<file path="config.mk">
export PLATFORM = sky130hd
export DESIGN_NAME = jt1942_rom_arb
export DESIGN_NICKNAME = d
export VERILOG_FILES = /design/src/rtl/jt1942_rom_arb.sv
export SDC_FILE = /design/constraint.sdc
export NUM_CORES = 1
export LEC_CHECK = 0
export BUFFER_PORTS_ARGS = -buffer_cell sky130_fd_sc_hd__buf_2
export CORE_ASPECT_RATIO = 1.5
export CORE_UTILIZATION = 51
export DETAILED_ROUTE_END_ITERATION = 6
export GPL_TIMING_DRIVEN = 0
export PLACE_DENSITY = 0.75
export SLEW_MARGIN = 20
export SYNTH_ARGS = -nofsm -noshare
export SYNTH_HDL_FRONTEND = slang
export SYNTH_SLANG_ARGS = --single-unit
</file>
<file path="constraint.sdc">
create_clock -name clk -period 6.1 [get_ports clk]
set_input_delay 1.22 -clock clk [delete_from_list [all_inputs] [get_ports clk]]
set_output_delay 1.22 -clock clk [all_outputs]
set_load 0.1 [all_outputs]
</file>
<file path="src/rtl/jt1942_rom_arb.sv">
// ---------------------------------------------------------------------------
// jt1942_rom_arb
// Four-slot round-robin arbiter in front of a single shared ROM read port
// with a fixed read latency. Each slot keeps a tag (the address it was last
// granted at), a valid flag and a data register. A slot reads as "ok" only
// while it still requests the exact address its data belongs to, so stale
// data is never flagged valid.
//
// Ports
//   clk            sole clock, rising edge
//   rst_n          asynchronous active-low reset
//   i_downloading  ROM download in progress; arbitration suspended
//   i_req[3:0]     per-slot read request (0 main CPU, 1 sound, 2 char, 3 obj)
//   i_addr0..3     per-slot word address
//   o_sdram_addr   registered address presented to the shared ROM port
//   i_data_read    shared ROM port read data
//   o_dout0..3     per-slot registered read data
//   o_ok[3:0]      per-slot data valid for the current address
//   o_busy         a ROM access is in flight
// ---------------------------------------------------------------------------
module jt1942_rom_arb #(
  parameter int unsigned AW  = 22,
  parameter int unsigned DW  = 16,
  parameter int unsigned LAT = 2    // legal 1..4
) (
  input  logic          clk,
  input  logic          rst_n,
  input  logic          i_downloading,
  input  logic [3:0]    i_req,
  input  logic [AW-1:0] i_addr0,
  input  logic [AW-1:0] i_addr1,
  input  logic [AW-1:0] i_addr2,
  input  logic [AW-1:0] i_addr3,
  output logic [AW-1:0] o_sdram_addr,
  input  logic [DW-1:0] i_data_read,
  output logic [DW-1:0] o_dout0,
  output logic [DW-1:0] o_dout1,
  output logic [DW-1:0] o_dout2,
  output logic [DW-1:0] o_dout3,
  output logic [3:0]    o_ok,
  output logic          o_busy
);

  typedef enum logic {StIdle, StWait} state_t;

  state_t        r_state, w_state_d;
  logic [AW-1:0] w_addr [4];
  logic [AW-1:0] r_tag  [4];
  logic [DW-1:0] r_dout [4];
  logic [AW-1:0] r_sdram_addr;
  logic [3:0]    r_valid, w_valid_d;
  logic [3:0]    w_match, w_pend;
  logic [2:0]    r_cnt;
  logic [1:0]    r_last, w_gnt_idx;
  logic          w_gnt_vld, w_grant, w_capture, w_hit;

  assign w_addr[0] = i_addr0;
  assign w_addr[1] = i_addr1;
  assign w_addr[2] = i_addr2;
  assign w_addr[3] = i_addr3;

  assign o_dout0      = r_dout[0];
  assign o_dout1      = r_dout[1];
  assign o_dout2      = r_dout[2];
  assign o_dout3      = r_dout[3];
  assign o_sdram_addr = r_sdram_addr;

  always_comb begin
    for (int i = 0; i < 4; i++) begin
      w_match[i] = (w_addr[i] == r_tag[i]);
    end
  end

  assign o_ok   = r_valid & i_req & w_match;
  assign w_pend = i_req & ~o_ok;

  // Round-robin search starting just after the last granted slot; the
  // fourth step wraps back onto last_grant itself.
  always_comb begin
    logic [1:0] idx;
    w_gnt_vld = 1'b0;
    w_gnt_idx = '0;
    idx       = '0;
    for (int k = 1; k <= 4; k++) begin
      idx = r_last + 2'(k);
      if (!w_gnt_vld && w_pend[idx]) begin
        w_gnt_vld = 1'b1;
        w_gnt_idx = idx;
      end
    end
  end

  // In-flight slot is always last_grant; data is kept only if that slot
  // still asks for the address it was granted at.
  assign w_hit = i_req[r_last] & w_match[r_last];

  // FSM: state register
  always_ff @(posedge clk or negedge rst_n) begin
    if (!rst_n) begin
      r_state <= StIdle;
    end else begin
      r_state <= w_state_d;
    end
  end

  // FSM: next state
  always_comb begin
    w_state_d = r_state;
    if (i_downloading) begin
      w_state_d = StIdle;
    end else begin
      unique case (r_state)
        StIdle:  if (w_gnt_vld)     w_state_d = StWait;
        StWait:  if (r_cnt == 3'd1) w_state_d = StIdle;
        default: w_state_d = StIdle;
      endcase
    end
  end

  // FSM: outputs
  always_comb begin
    o_busy    = (r_state == StWait);
    w_grant   = (r_state == StIdle) && !i_downloading && w_gnt_vld;
    w_capture = (r_state == StWait) && !i_downloading && (r_cnt == 3'd1);
  end

  // Valid survives only while the slot keeps asking for its tagged address.
  always_comb begin
    w_valid_d = o_ok;
    if (w_grant)            w_valid_d[w_gnt_idx] = 1'b0;
    if (w_capture && w_hit) w_valid_d[r_last]    = 1'b1;
    if (i_downloading)      w_valid_d            = '0;
  end

  always_ff @(posedge clk or negedge rst_n) begin
    if (!rst_n) begin
      r_valid      <= '0;
      r_sdram_addr <= '0;
      r_cnt        <= '0;
      r_last       <= 2'd3;
      for (int i = 0; i < 4; i++) begin
        r_tag[i]  <= '0;
        r_dout[i] <= '0;
      end
    end else begin
      r_valid <= w_valid_d;
      if (i_downloading) begin
        r_cnt <= '0;
      end else if (w_grant) begin
        r_sdram_addr     <= w_addr[w_gnt_idx];
        r_tag[w_gnt_idx] <= w_addr[w_gnt_idx];
        r_last           <= w_gnt_idx;
        r_cnt            <= 3'(LAT);
      end else if (r_state == StWait) begin
        r_cnt <= r_cnt - 3'd1;
      end
      if (w_capture && w_hit) begin
        r_dout[r_last] <= i_data_read;
      end
    end
  end

endmodule

</file>
Word-level counts from Yosys, hierarchy flattened. Cells that the tools add are included.

Flip-flop bits (word level): 184. Bits of input ports: 111. Output and inout bits: 91.

Add/subtract/negate cells: 4. Order comparisons: 11. Equality and inequality tests: 5. Multiplexer cells: 43. Bitwise gates (word level): 12. Reductions and logical operators: 18.

Operators by type and width (number): bitwise mux 88 bit (1); == test 22 bit (4); 2-to-1 mux 22 bit (3); bitwise mux 64 bit (1); binary-select mux 22 bit (select 2 bit) (1); demux 22 bit (select 2 bit) (1); demux 16 bit (select 2 bit) (1); AND 4 bit (4); 2-to-1 mux 16 bit (1); less-than comparator 2 x 3 -> 1 bit, second input constant (5); 2-to-1 mux 1 bit (15); binary-select mux 1 bit (select 2 bit) (6); logical AND 1 bit (12); 2-to-1 mux 4 bit (3); 2-to-1 mux 3 bit (3); 2-to-1 mux 2 bit (4); NOT 4 bit (2); >= comparator 3 bit, second input constant (2); less-than comparator 3 x 1 -> 1 bit, second input constant (2); NOT 2 -> 3 bit (2); adder 2 bit, second input constant (2); demux 1 bit (select 2 bit) (2); >= comparator 2 x 1 -> 1 bit, second input constant (2); logical NOT 1 bit (4); 9 further kinds (10).

Depth between registers and ports, before layout.
Word-level depth: 26. Depth in mapped cells: 14. Mapped depth without buffers: 9.

Worst setup path before layout. OpenSTA, ideal clock, no wires.

Kind: input -> output. Start: in i_addr0[21]. End: out o_ok[0]. Arrival: 4033 ps. Required time: 4880 ps. Path slack: 847 ps. Stages: 4. Cell sequence: xor2_1 nor4_1 nand4_2 nor3_1.

Cells in the longest elaborated chain, start to end: 2.

Ends and longest elaborated chain: start: declaration (line 30) `input logic [AW-1:0] i_addr0,`; == test 22 bit (line 70) `w_match[i] = (w_addr[i] == r_tag[i]);`; AND 4 bit (line 74) `assign o_ok = r_valid & i_req & w_match;`; end: declaration (line 40) `output logic [3:0] o_ok,`.

Every way passes these cells.

Worst setup path in the final report.
Start: in i_addr2[15]. End: reg r_sdram_addr[5] (netlist: o_sdram_addr[5]).

Cells in the longest elaborated chain, start to end: 20. Elaborated cells on any way between the ends: 32.

Ends and longest elaborated chain: start: declaration (line 32) `input logic [AW-1:0] i_addr2,`; == test 22 bit * (line 70); AND 4 bit * (line 74); NOT 4 bit * (line 75) `assign w_pend = i_req & ~o_ok;`; AND 4 bit * (line 75); binary-select mux 1 bit (select 2 bit) (line 86) `if (!w_gnt_vld && w_pend[idx]) begin`; 2-to-1 mux 1 bit (not written as such) (line 86); 2-to-1 mux 1 bit (line 86); logical NOT 1 bit (line 86); [3 not listed]; logical AND 1 bit (line 86); 2-to-1 mux 1 bit (line 86); logical NOT 1 bit (line 86); logical AND 1 bit (line 86); 2-to-1 mux 2 bit (line 86); NOT 2 -> 3 bit (not written as such) (line 150) `r_sdram_addr <= w_addr[w_gnt_idx];`; binary-select mux 22 bit (select 2 bit) (line 150); 2-to-1 mux 22 bit (not written as such) (2 in series) (line 150); end signal: assignment (line 150); end: declaration (line 50) `logic [AW-1:0] r_sdram_addr;`.

Mark *: on every way between the ends. The rest lies on a longest branch, timed or not. The select of a mux whose other input is x is not followed. A chain may end at the register's enable or synchronous reset.

==> out/qor.log <==
qor: die.floorplan.die_area 20400 sq um
qor: setup_path.cp_data_required_time 6.38 ns
qor: die.count_of_standard_cell_rows 62
qor: timing.finalMaxSlewViolations 0
qor: synth.netlist_top_cells_area sky130_fd_sc_hd__dfrtp_1, sky130_fd_sc_hd__mux2_2, sky130_fd_sc_hd__xor2_1, sky130_fd_sc_hd__a21o_1, sky130_fd_sc_hd__xnor2_1
qor: cts.cts_inserted_buffers 17
qor: setup_path.timing.critical_path.slowest_stage_cell sky130_fd_sc_hd__a2111oi_0
qor: timing.max_slew.worst_pin.slew 1.09 ns
qor: synth.synth.ff_latch_count 184
qor: setup_path.worst_setup_path_end_kind register
qor: placement.gp_congestion 0.897
qor: setup_path.cp-start-kind primary input
qor: placement.dpl_worst_slack 0.956 ns
qor: setup_path.stages_on_worst_setup_path 14
qor: route.drc_errors 0
qor: setup_path.worst_reg2reg_path_endpoint o_sdram_addr[5]
qor: cts.h_tree_levels 4
qor: power_and_ir_drop.leakage_dissipation 6.00 nW
qor: route.drtPass1Iterations 5
qor: outcome.outcome finished clean
qor: synth.synthFlopType sky130_fd_sc_hd__dfrtp_1
qor: timing.finalSetupViolCount 0
qor: global_routing.grt_pass1_vias 7833
qor: route.avgRoutedWirePerCell 20.8 um
qor: cts.cts_repair_resize_count 0
qor: placement.dpl.hpwl 21400 um
qor: synth.synthesis.nets 971
qor: power_and_ir_drop.max-vdd-ir-drop 496 uV
qor: setup_path.cp_top_family simple AND/OR/NAND/NOR gates
qor: timing.rsz0062_at_grt false
qor: setup_path.worstPathCellList buf_2 > xor2_1 > nor4_1 > nand3_1 > o21ai_2 > buf_4 > nand2_1 > or3_1 > buf_2 > and3_4 > buf_6 > buf_6 > a2111oi_0 > o31ai_1
qor: setup_path.path_buf_inv 5
qor: die.die_h 174 um
qor: worst_hold_path.holdCritPathClass register to register
qor: setup_path.criticalPathCategory primary input to register
qor: cts.clk-insertion-delay-late 0.44 ns
qor: setup_path.path_max_fanout 10
qor: synth.async_reset_ff_frac 1.00
qor: finish.final_nets 1193
qor: timing.fin_ws 1.25 ns
qor: cts.clock-sinks 184
qor: die.fp.coreArea 19200 sq um
qor: setup_path.rr_worst_depth 13
qor: timing.clock-skew-final 0.0132 ns
qor: synth.fraction_of_the_yosys_area_taken_by_sequential_cells 0.457
qor: power_and_ir_drop.post-layout-total-power 6.92 mW
qor: synth.netlist_area 10100 sq um
qor: placement.io_buffers 201
qor: finish.final_instance_count_without_filler_cells 1346
qor: timing.clock.fmax 0.206 GHz
qor: timing.relSlewSlack 0.257
qor: finish.postLayoutCellArea 12100 sq um
qor: route.num_vias 7814
qor: route.post_drt_via_cell_ratio 5.81
qor: route.routed_wl 28000 um
qor: setup_path.r2r_start r_tag[37]
qor: global_routing.initial_antenna_violation_count 1
qor: synth.post_synth.cell_area_avg 11.8 sq um
qor: global_routing.grt_remaining_overflow 0
qor: cts.hold_buffers 0
qor: die.dieWidth 117 um
qor: die.initial_core_util 0.524
qor: setup_path.regToRegSetupSlack 1.76 ns
qor: finish.finish.utilization 0.627
qor: finish.synthToLayoutAreaGrowth 19.5%
qor: cts.clock_tree_buffer_depth 2
qor: synth.syn-instance-count 854
qor: synth.ys.warnings.count 0
qor: timing.timing_hold_violations_final 0
qor: global_routing.track_usage 0.288
qor: finish.layout_commonest_cell sky130_fd_sc_hd__buf_2
qor: global_routing.pin_count_of_the_biggest_net_entering_global_routing 84
qor: power_and_ir_drop.pwr_density_cell 574 nW/um^2
qor: worst_hold_path.whs_endpoint o_sdram_addr[13]
qor: worst_hold_path.hold_path_depth 2
qor: route.route.antenna.remaining_nets 0
qor: timing.part_of_the_cycle_the_worst_path_needs 0.795
qor: finish.post_route_cells_drive_above_1_share 0.417
qor: setup_path.timing.critical_path.arrival 5.13 ns
qor: timing.min_period 4.85 ns
qor: timing.total_negative_slack 0 ns
qor: cts.postCtsSetupRepairBufs 0
qor: run.cap_violations 0
qor: synth.synthDominantCellAreaShare 0.452
qor: cts.root_buffer sky130_fd_sc_hd__clkbuf_16
qor: cts.worst_setup_hold_path_clk_slew 0.07 ns
qor: finish.layout.cells.most_common_list sky130_fd_sc_hd__buf_2, sky130_fd_sc_hd__dfrtp_1, sky130_fd_sc_hd__mux2_2
qor: timing.finalHoldWorstSlack 0.476 ns
qor: worst_hold_path.worst_hold_startpoint o_sdram_addr[13]
qor: route.drt_iter0_drc 617
qor: synth.synth-edff-count 0
qor: cts.clock_tree_from_tritoncts built
qor: synth.synth_cell_types 62
qor: setup_path.crit_path_max_cell_delay 0.96 ns
qor: synth.netlist.top_cell.by_area sky130_fd_sc_hd__dfrtp_1
qor: placement.place_area 11500 sq um
qor: die.design.portCount 202
qor: global_routing.grt_pass1_wl 43200 um
qor: placement.dp_cells 1313
==> metal layers <==
layer	wire length (um)	part of all wire	global-route usage
met2	13800	0.49	0.480
met5	0	0	0
met3	1510	0.054	0.0575
met1	11200	0.40	0.341
met4	1530	0.055	0.165
==> synthesized netlist by cell type, types with 21 or more instances <==
master and n:
sky130_fd_sc_hd__o31ai_1 22, sky130_fd_sc_hd__a2111oi_0 21, sky130_fd_sc_hd__xor2_1 51, sky130_fd_sc_hd__nand2_1 31, sky130_fd_sc_hd__inv_1 53, sky130_fd_sc_hd__dfrtp_1 182, sky130_fd_sc_hd__mux2_2 132, sky130_fd_sc_hd__a31oi_1 45
sky130_fd_sc_hd__xnor2_1 38, sky130_fd_sc_hd__buf_2 23, sky130_fd_sc_hd__clkbuf_1 21, sky130_fd_sc_hd__a21o_1 49
==> state kept, by name, summed over array words and instances (netlist names) <==
name          flops
r_last            2
o_dout1          16
o_dout0          16
o_busy            1
o_dout3          16
r_tag            88
r_cnt             3
o_dout2          16
o_sdram_addr     22
r_valid           4
==> tightest hold or removal path, stage by stage, from the launching register on <==
cell and delay (ns):
sky130_fd_sc_hd__dfrtp_1 0.34, sky130_fd_sc_hd__nand2_1 0.05, sky130_fd_sc_hd__o31ai_1 0.05
==> area by class of cell <==
class	count	area (sq um)
buffer	61	344
timing repair buffer	203	1070
multi-input combinational	556	4940
clock buffer	20	437
sequential	184	4610
tap	256	320
clock inverter	12	140
inverter	53	199
fill	1603	7180
antenna	1	2.50
==> kinds of logic after synthesis <==
| kind of cell | count (synthesis) | synth area share |
|---|---|---|
| multiplexers | 155 | 0.180 |
| adder cells (fa/ha/maj) | 6 | 0.00744 |
| AND/OR/NAND/NOR | 106 | 0.0583 |
| buffers and inverters | 114 | 0.0538 |
| AO/OA/AOI/OAI | 200 | 0.166 |
| flip-flops | 184 | 0.457 |
| XOR/XNOR | 89 | 0.0773 |
==> worst max-delay path by stage <==
| stage | from | endpoint | slack [ns] |
|---|---|---|---|
| 6_report | i_addr2[15] | o_sdram_addr[5] | 1.25 |
| 5_1_grt | i_addr2[15] | o_sdram_addr[5] | 1.19 |
| 4_1_cts | i_addr2[15] | o_sdram_addr[2] | 1.39 |
| 3_3_place_gp | rst_n | r_tag[71] | 0.78 |
| 3_5_place_dp | i_addr2[15] | o_sdram_addr[2] | 0.96 |
| 2_1_floorplan | i_addr0[21] | o_ok[0] | 0.85 |
==> where the power goes <==
group	total, mW	internal [mW]	switching (mW)
sequential	1.96	1.67	0.294
combinational	3.86	1.26	2.60
clock	1.10	0.609	0.490
No activity file was read; power rests on OpenSTA's default activity.
